$ cat src/rtl/fft_butterfly_pipe_rtl.sv
// Radix-2 DIT butterfly: first +/- second*twiddle, four register stages with
// valid/ready flow control, optional per-stage halving and saturation.
module fft_butterfly_pipe_rtl #(
    parameter int WIDTH = 16,
    parameter int FRAC  = 8
) (
    input  logic                    clk,
    input  logic                    reset,
    input  logic                    in_valid,
    output logic                    in_ready,
    input  logic signed [WIDTH-1:0] first_re,
    input  logic signed [WIDTH-1:0] first_im,
    input  logic signed [WIDTH-1:0] second_re,
    input  logic signed [WIDTH-1:0] second_im,
    input  logic signed [WIDTH-1:0] tw_re,
    input  logic signed [WIDTH-1:0] tw_im,
    input  logic                    bypass,
    input  logic                    scale,
    output logic                    out_valid,
    input  logic                    out_ready,
    output logic signed [WIDTH-1:0] first_out_re,
    output logic signed [WIDTH-1:0] first_out_im,
    output logic signed [WIDTH-1:0] second_out_re,
    output logic signed [WIDTH-1:0] second_out_im,
    output logic                    sat_flag,
    input  logic                    sat_clear
);

    localparam int PW = 2 * WIDTH;
    // Three guard bits cover the product difference, the rounding add and first +/- p.
    localparam int AW = 2 * WIDTH + 3;

    localparam logic signed [AW-1:0] ONE  = {{(AW-1){1'b0}}, 1'b1};
    localparam logic signed [AW-1:0] RND  = ONE <<< (FRAC - 1);
    localparam logic signed [AW-1:0] MAXV = {{(AW-WIDTH+1){1'b0}}, {(WIDTH-1){1'b1}}};
    localparam logic signed [AW-1:0] MINV = {{(AW-WIDTH+1){1'b1}}, {(WIDTH-1){1'b0}}};

    function automatic logic signed [AW-1:0] round_shift(input logic signed [AW-1:0] v);
        round_shift = (v + RND) >>> FRAC;
    endfunction

    function automatic logic signed [AW-1:0] half_round(input logic signed [AW-1:0] v,
                                                        input logic scl);
        half_round = scl ? ((v + ONE) >>> 1) : v;
    endfunction

    function automatic logic is_sat(input logic signed [AW-1:0] v);
        is_sat = (v > MAXV) || (v < MINV);
    endfunction

    function automatic logic signed [WIDTH-1:0] saturate(input logic signed [AW-1:0] v);
        if (v > MAXV)      saturate = MAXV[WIDTH-1:0];
        else if (v < MINV) saturate = MINV[WIDTH-1:0];
        else               saturate = v[WIDTH-1:0];
    endfunction

    logic en;

    // Control state
    logic vld_p1_q, vld_p1_d, vld_p2_q, vld_p2_d, vld_p3_q, vld_p3_d;
    logic out_valid_q, out_valid_d, sat_flag_q, sat_flag_d;

    // Stage 1 data
    logic signed [WIDTH-1:0] fr_p1_q, fr_p1_d, fi_p1_q, fi_p1_d;
    logic signed [WIDTH-1:0] sr_p1_q, sr_p1_d, si_p1_q, si_p1_d;
    logic signed [WIDTH-1:0] tr_p1_q, tr_p1_d, ti_p1_q, ti_p1_d;
    logic                    byp_p1_q, byp_p1_d, scl_p1_q, scl_p1_d;

    // Stage 2 data
    logic signed [WIDTH-1:0] fr_p2_q, fr_p2_d, fi_p2_q, fi_p2_d;
    logic signed [WIDTH-1:0] sr_p2_q, sr_p2_d, si_p2_q, si_p2_d;
    logic signed [PW-1:0]    rr_p2_q, rr_p2_d, ii_p2_q, ii_p2_d;
    logic signed [PW-1:0]    ri_p2_q, ri_p2_d, ir_p2_q, ir_p2_d;
    logic                    byp_p2_q, byp_p2_d, scl_p2_q, scl_p2_d;

    // Stage 3 data
    logic signed [WIDTH-1:0] fr_p3_q, fr_p3_d, fi_p3_q, fi_p3_d;
    logic signed [AW-1:0]    pre_p3_q, pre_p3_d, pim_p3_q, pim_p3_d;
    logic                    scl_p3_q, scl_p3_d;

    // Stage 4 (output) data
    logic signed [WIDTH-1:0] fo_re_q, fo_re_d, fo_im_q, fo_im_d;
    logic signed [WIDTH-1:0] so_re_q, so_re_d, so_im_q, so_im_d;

    logic signed [AW-1:0] acc_re, acc_im;
    logic signed [AW-1:0] s_re, s_im, d_re, d_im;
    logic                 sat_any, sat_set;

    assign en       = !out_valid_q || out_ready;
    assign in_ready = en;

    always_comb begin
        vld_p1_d = vld_p1_q;
        fr_p1_d  = fr_p1_q;
        fi_p1_d  = fi_p1_q;
        sr_p1_d  = sr_p1_q;
        si_p1_d  = si_p1_q;
        tr_p1_d  = tr_p1_q;
        ti_p1_d  = ti_p1_q;
        byp_p1_d = byp_p1_q;
        scl_p1_d = scl_p1_q;
        if (en) begin
            vld_p1_d = in_valid;
            fr_p1_d  = first_re;
            fi_p1_d  = first_im;
            sr_p1_d  = second_re;
            si_p1_d  = second_im;
            tr_p1_d  = tw_re;
            ti_p1_d  = tw_im;
            byp_p1_d = bypass;
            scl_p1_d = scale;
        end
    end

    // Stage 1 -> 2: full-precision complex products
    always_comb begin
        vld_p2_d = vld_p2_q;
        fr_p2_d  = fr_p2_q;
        fi_p2_d  = fi_p2_q;
        sr_p2_d  = sr_p2_q;
        si_p2_d  = si_p2_q;
        rr_p2_d  = rr_p2_q;
        ii_p2_d  = ii_p2_q;
        ri_p2_d  = ri_p2_q;
        ir_p2_d  = ir_p2_q;
        byp_p2_d = byp_p2_q;
        scl_p2_d = scl_p2_q;
        if (en) begin
            vld_p2_d = vld_p1_q;
            fr_p2_d  = fr_p1_q;
            fi_p2_d  = fi_p1_q;
            sr_p2_d  = sr_p1_q;
            si_p2_d  = si_p1_q;
            rr_p2_d  = sr_p1_q * tr_p1_q;
            ii_p2_d  = si_p1_q * ti_p1_q;
            ri_p2_d  = sr_p1_q * ti_p1_q;
            ir_p2_d  = si_p1_q * tr_p1_q;
            byp_p2_d = byp_p1_q;
            scl_p2_d = scl_p1_q;
        end
    end

    // Stage 2 -> 3: combine products and round back to the data scale
    always_comb begin
        acc_re   = round_shift(AW'(rr_p2_q) - AW'(ii_p2_q));
        acc_im   = round_shift(AW'(ri_p2_q) + AW'(ir_p2_q));
        vld_p3_d = vld_p3_q;
        fr_p3_d  = fr_p3_q;
        fi_p3_d  = fi_p3_q;
        pre_p3_d = pre_p3_q;
        pim_p3_d = pim_p3_q;
        scl_p3_d = scl_p3_q;
        if (en) begin
            vld_p3_d = vld_p2_q;
            fr_p3_d  = fr_p2_q;
            fi_p3_d  = fi_p2_q;
            pre_p3_d = byp_p2_q ? AW'(sr_p2_q) : acc_re;
            pim_p3_d = byp_p2_q ? AW'(si_p2_q) : acc_im;
            scl_p3_d = scl_p2_q;
        end
    end

    // Stage 3 -> 4: sum/difference, optional halving, saturation
    always_comb begin
        s_re    = half_round(AW'(fr_p3_q) + pre_p3_q, scl_p3_q);
        s_im    = half_round(AW'(fi_p3_q) + pim_p3_q, scl_p3_q);
        d_re    = half_round(AW'(fr_p3_q) - pre_p3_q, scl_p3_q);
        d_im    = half_round(AW'(fi_p3_q) - pim_p3_q, scl_p3_q);
        sat_any = is_sat(s_re) || is_sat(s_im) || is_sat(d_re) || is_sat(d_im);
        sat_set = en && vld_p3_q && sat_any;

        out_valid_d = out_valid_q;
        fo_re_d     = fo_re_q;
        fo_im_d     = fo_im_q;
        so_re_d     = so_re_q;
        so_im_d     = so_im_q;
        if (en) begin
            out_valid_d = vld_p3_q;
            fo_re_d     = saturate(s_re);
            fo_im_d     = saturate(s_im);
            so_re_d     = saturate(d_re);
            so_im_d     = saturate(d_im);
        end

        // A saturating beat landing this cycle overrides a simultaneous clear.
        if (sat_set)        sat_flag_d = 1'b1;
        else if (sat_clear) sat_flag_d = 1'b0;
        else                sat_flag_d = sat_flag_q;
    end

    always_ff @(posedge clk or posedge reset) begin
        if (reset) begin
            vld_p1_q    <= 1'b0;
            vld_p2_q    <= 1'b0;
            vld_p3_q    <= 1'b0;
            out_valid_q <= 1'b0;
            sat_flag_q  <= 1'b0;
            fo_re_q     <= '0;
            fo_im_q     <= '0;
            so_re_q     <= '0;
            so_im_q     <= '0;
        end else begin
            vld_p1_q    <= vld_p1_d;
            vld_p2_q    <= vld_p2_d;
            vld_p3_q    <= vld_p3_d;
            out_valid_q <= out_valid_d;
            sat_flag_q  <= sat_flag_d;
            fo_re_q     <= fo_re_d;
            fo_im_q     <= fo_im_d;
            so_re_q     <= so_re_d;
            so_im_q     <= so_im_d;
        end
    end

    always_ff @(posedge clk) begin
        fr_p1_q  <= fr_p1_d;
        fi_p1_q  <= fi_p1_d;
        sr_p1_q  <= sr_p1_d;
        si_p1_q  <= si_p1_d;
        tr_p1_q  <= tr_p1_d;
        ti_p1_q  <= ti_p1_d;
        byp_p1_q <= byp_p1_d;
        scl_p1_q <= scl_p1_d;
        fr_p2_q  <= fr_p2_d;
        fi_p2_q  <= fi_p2_d;
        sr_p2_q  <= sr_p2_d;
        si_p2_q  <= si_p2_d;
        rr_p2_q  <= rr_p2_d;
        ii_p2_q  <= ii_p2_d;
        ri_p2_q  <= ri_p2_d;
        ir_p2_q  <= ir_p2_d;
        byp_p2_q <= byp_p2_d;
        scl_p2_q <= scl_p2_d;
        fr_p3_q  <= fr_p3_d;
        fi_p3_q  <= fi_p3_d;
        pre_p3_q <= pre_p3_d;
        pim_p3_q <= pim_p3_d;
        scl_p3_q <= scl_p3_d;
    end

    assign out_valid     = out_valid_q;
    assign sat_flag      = sat_flag_q;
    assign first_out_re  = fo_re_q;
    assign first_out_im  = fo_im_q;
    assign second_out_re = so_re_q;
    assign second_out_im = so_im_q;

endmodule

$ cat config.mk
export PLATFORM = sky130hd
export DESIGN_NAME = fft_butterfly_pipe_rtl
export DESIGN_NICKNAME = d
export VERILOG_FILES = /design/src/rtl/fft_butterfly_pipe_rtl.sv
export SDC_FILE = /design/constraint.sdc
export NUM_CORES = 2
export LEC_CHECK = 0
export CAP_MARGIN = 20
export CORE_AREA = 2 2 440 442
export CTS_CLUSTER_SIZE = 8
export DETAILED_ROUTE_END_ITERATION = 16
export DIE_AREA = 0 0 442 444
export GPL_TIMING_DRIVEN = 0
export SLEW_MARGIN = 10
export SYNTH_ARGS = -nofsm -noshare
export SYNTH_HDL_FRONTEND = slang
export SYNTH_SLANG_ARGS = --single-unit
$ cat constraint.sdc
create_clock -name clk -period 31.4 [get_ports clk]
set_input_delay 6.28 -clock clk [delete_from_list [all_inputs] [get_ports clk]]
set_output_delay 6.28 -clock clk [all_outputs]
set_load 0.05 [all_outputs]
==> impl_results.md <==
- Status: completed
- Initial Utilization: 0.348
- Synthesized area: 66700 um2
- PostCTS Resize Cnt: 0
- Die area: 196000 um2
- Vias in the first global route: roughly 54000
- Global Route Usage Sum: 0.228
- Seq cells post-synth: 446
- Initial antenna violation count: 26
- Final clock skew: 0.0381 ns
- TritonCTS clock tree: built
- Nets: roughly 8900
- Worst R2R Path Depth: 26
- Critical path endpoint category: output pin
- Crit Path Category: in2out
- Number of synthesized flops with an enable pin: 377
- Crit-path max FO: 59
- Die X: roughly 440 um
- Clock buffer depth: 3
- Predominant post-synthesis flop cell: edfxtp_1
- IO Count: 170
- Worst EP arrival: roughly 9.0 ns
- Vias per std cell: 5.25
- Drc violations: 0
- Most used cell, CP: clkdlybuf4s50_1
- Max Slew Vio Count: 0
- Buf+Inv Stages, Crit Path: 6
- Crit-path cells: clkdlybuf4s50_1 -> nor2b_1 -> clkbuf_1 -> clkinv_1 -> clkbuf_4 -> buf_16 -> clkdlybuf4s50_1
- Post-CTS Hold Buffers: 0
- Routed WL: about 220000 um
- Largest delay share family, worst path: buffers and inverters
- Worst path max stage delay: 0.75 ns
- Syn Inst Count: between 6000 and 7000
- Initial drt markers: 3790
- WL/cell: 22.9 um
- Congestion Overflow GR: 0
- Area delta synth->final: 10.9%
- Synth unique cells: 130
- First drt pass iteration count: 6
- Crit path launch type: input port
- Post-DRT Antenna Nets: 0
- Final worst path period share: 0.488
- Ys async rst share: 0.155
- Die extent in y: 444 um
- Setup Buffers After CTS: 0
- Fin area: approximately 74000 um2
- CTS Buf Count: 70
- RSZ-0062 raised after global routing: no
- Sequential cell area: between 10000 and 15000 um2
- Hold WS: 0.404 ns
- Buffers added on ports: 169
- Hpwl dp: 182000 um
- Max-cap viol count: 0
- # fillers: between 15000 and 20000
- First-pass GRT wire length: ~330000 um
- Hold/Removal Path Class: reg2reg
- Clock latency at the later pin of the worst-skew pair: ~0.7 ns
- Count of final hold-check violations: 0
- Sequential fraction of the synthesis area: 0.196
- Hold Path Depth: 0
- Slew margin rel.: 0.169
- Largest net degree at the start of global routing: 60
- Area occupied by multi-input gates: 47500 um2
- Crit path time final: 15.32 ns
- Yosys warnings: 0
- Share of layout cells above drive strength 1: 0.0340
- Root Driver: clkbuf_16
- Setup_tns: 0 ns
- GPL Wtd Cong: 0.967
- Slowest CP cell: clkdlybuf4s50_1
- # rows: between 150 and 200
- Required @ worst endpoint: around 25 ns
- FMAX: 0.0653 GHz
- Post-DP Area: 71800 um2
- Clock Pin Slew Worst Setup and Hold Paths: roughly 0.050 ns
- Max H-tree Level: 3
- Final setup fails: 0
- Via Count: 51400
- Worst-Margin Slew: 1.24 ns
- Worst path depth: 7
- Mapped Nets: 8675
- Syn_area_per_cell: about 9.6 um2
- CORE AREA: 192000 um2
- CTS sink cnt: 446
[per-stage QoR]
step | util | instances | worst slack [ns]
floorplan | - | 6960 | 7.78
global placement | 0.373 | 9655 | -0.861
detailed placement | 0.375 | 9668 | 16.06
CTS | 0.386 | 9779 | 16.04
global route | 0.386 | 9785 | 15.89
finish | 0.386 | 9787 | 16.08
[final cells by class]
class,count,share of cell area
Buffer,295,0.0161
Sequential cell,446,0.177
Tap cell,2526,0.0428
Clock buffer,97,0.0259
Inverter,1306,0.0664
Clock inverter,14,0.00257
Multi-Input combinational cell,4913,0.643
Timing Repair Buffer,188,0.0269
Antenna cell,2,0.0000677
[registers in the layout, summed over array words and instances (netlist names), 16 cells and up]
name	cells
si_p1_q	16
si_p2_q	16
ir_p2_q	32
fi_p3_q	16
first_out_im	16
tr_p1_q	16
fr_p2_q	16
sr_p2_q	16
ri_p2_q	32
first_out_re	16
sr_p1_q	16
fi_p1_q	16
pim_p3_q	26
second_out_re	16
pre_p3_q	26
fr_p1_q	16
fi_p2_q	16
ti_p1_q	16
rr_p2_q	32
fr_p3_q	16
second_out_im	16
ii_p2_q	32
[cell families after synthesis]
| kind of cell | count (synthesis) | synth area share |
|---|---|---|
| simple gates | 2011 | 0.151 |
| fa+ha+maj | 1612 | 0.421 |
| buf+inv | 1601 | 0.0914 |
| compound gates | 1001 | 0.103 |
| flops | 446 | 0.196 |
| xor+xnor | 267 | 0.0352 |
| mux | 22 | 0.00344 |
[metal layers]
layer  GRT usage  up-vias  wire length, um
met1       0.282    25900            90700
met2       0.376     1994           103000
li1            -    22900                -
met5           0        -               76
met3      0.0512      568            17000
met4       0.114       10            12700
[final timing paths]
| kind | startpoint | end | slack, ns |
|---|---|---|---|
| max | out_ready | in_ready | 16.08 |
| min | fr_p1_q[13]$_DFFE_PN_ | fr_p2_q[13]$_DFFE_PN_ | 0.40 |
| max reg2reg | ti_p1_q[5]$_DFFE_PN_ | ri_p2_q[31]$_DFFE_PN_ | 22.75 |
| min reg2reg | fr_p1_q[13]$_DFFE_PN_ | fr_p2_q[13]$_DFFE_PN_ | 0.40 |
| max in group asynchronous | reset | first_out_re[6]$_DFFE_PP0N_ | 24.96 |
| min in group asynchronous | reset | second_out_im[8]$_DFFE_PP0N_ | 5.89 |
[synth_stat cells, types with 19 or more instances]
cell type,instances,area (um2)
ha_1,560,7010
xor2_1,60,526
nor2_1,225,845
nand2b_1,99,619
o21a_1,47,353
or3_1,44,275
and3_1,23,144
nor2b_1,44,275
clkbuf_1,260,976
nor3_1,100,500
xnor2_1,206,1800
a21o_1,69,518
a31oi_1,41,257
buf_2,23,115
nand2_1,803,3010
o21bai_1,38,285
a21oi_1,251,1260
o21ai_1,19,95.1
o31ai_1,33,248
o21ai_0,210,1050
nor4_1,28,175
fa_1,1052,21100
nand3_1,94,470
edfxtp_1,377,11300
dfrtp_1,69,1730
inv_1,1298,4870
nand4_1,29,181
a211oi_1,35,263
and2_1,417,2610
o211ai_1,27,203
[cell usage in the layout, fill, tap and decap left out, drive strengths merged, types with 32 or more instances in the layout]
| cell | count |
|---|---|
| clkbuf | 357 |
| clkdlybuf4s50 | 169 |
| and2 | 417 |
| o21ai | 231 |
| buf | 54 |
| o31ai | 37 |
| or3 | 44 |
| a31oi | 44 |
| nor3 | 102 |
| a21oi | 253 |
| fa | 1052 |
| o21a | 48 |
| nand2 | 806 |
| a21o | 71 |
| a211oi | 45 |
| inv | 1304 |
| xnor2 | 207 |
| nor2b | 44 |
| xor2 | 60 |
| nand3 | 96 |
| nor2 | 227 |
| dfrtp | 69 |
| o21bai | 38 |
| ha | 560 |
| nand2b | 99 |
| edfxtp | 377 |
| nor4 | 32 |
Power is left out: the tool's default activity adds up to more than one toggle a clock period on the data nets, which glitch-free logic cannot reach.
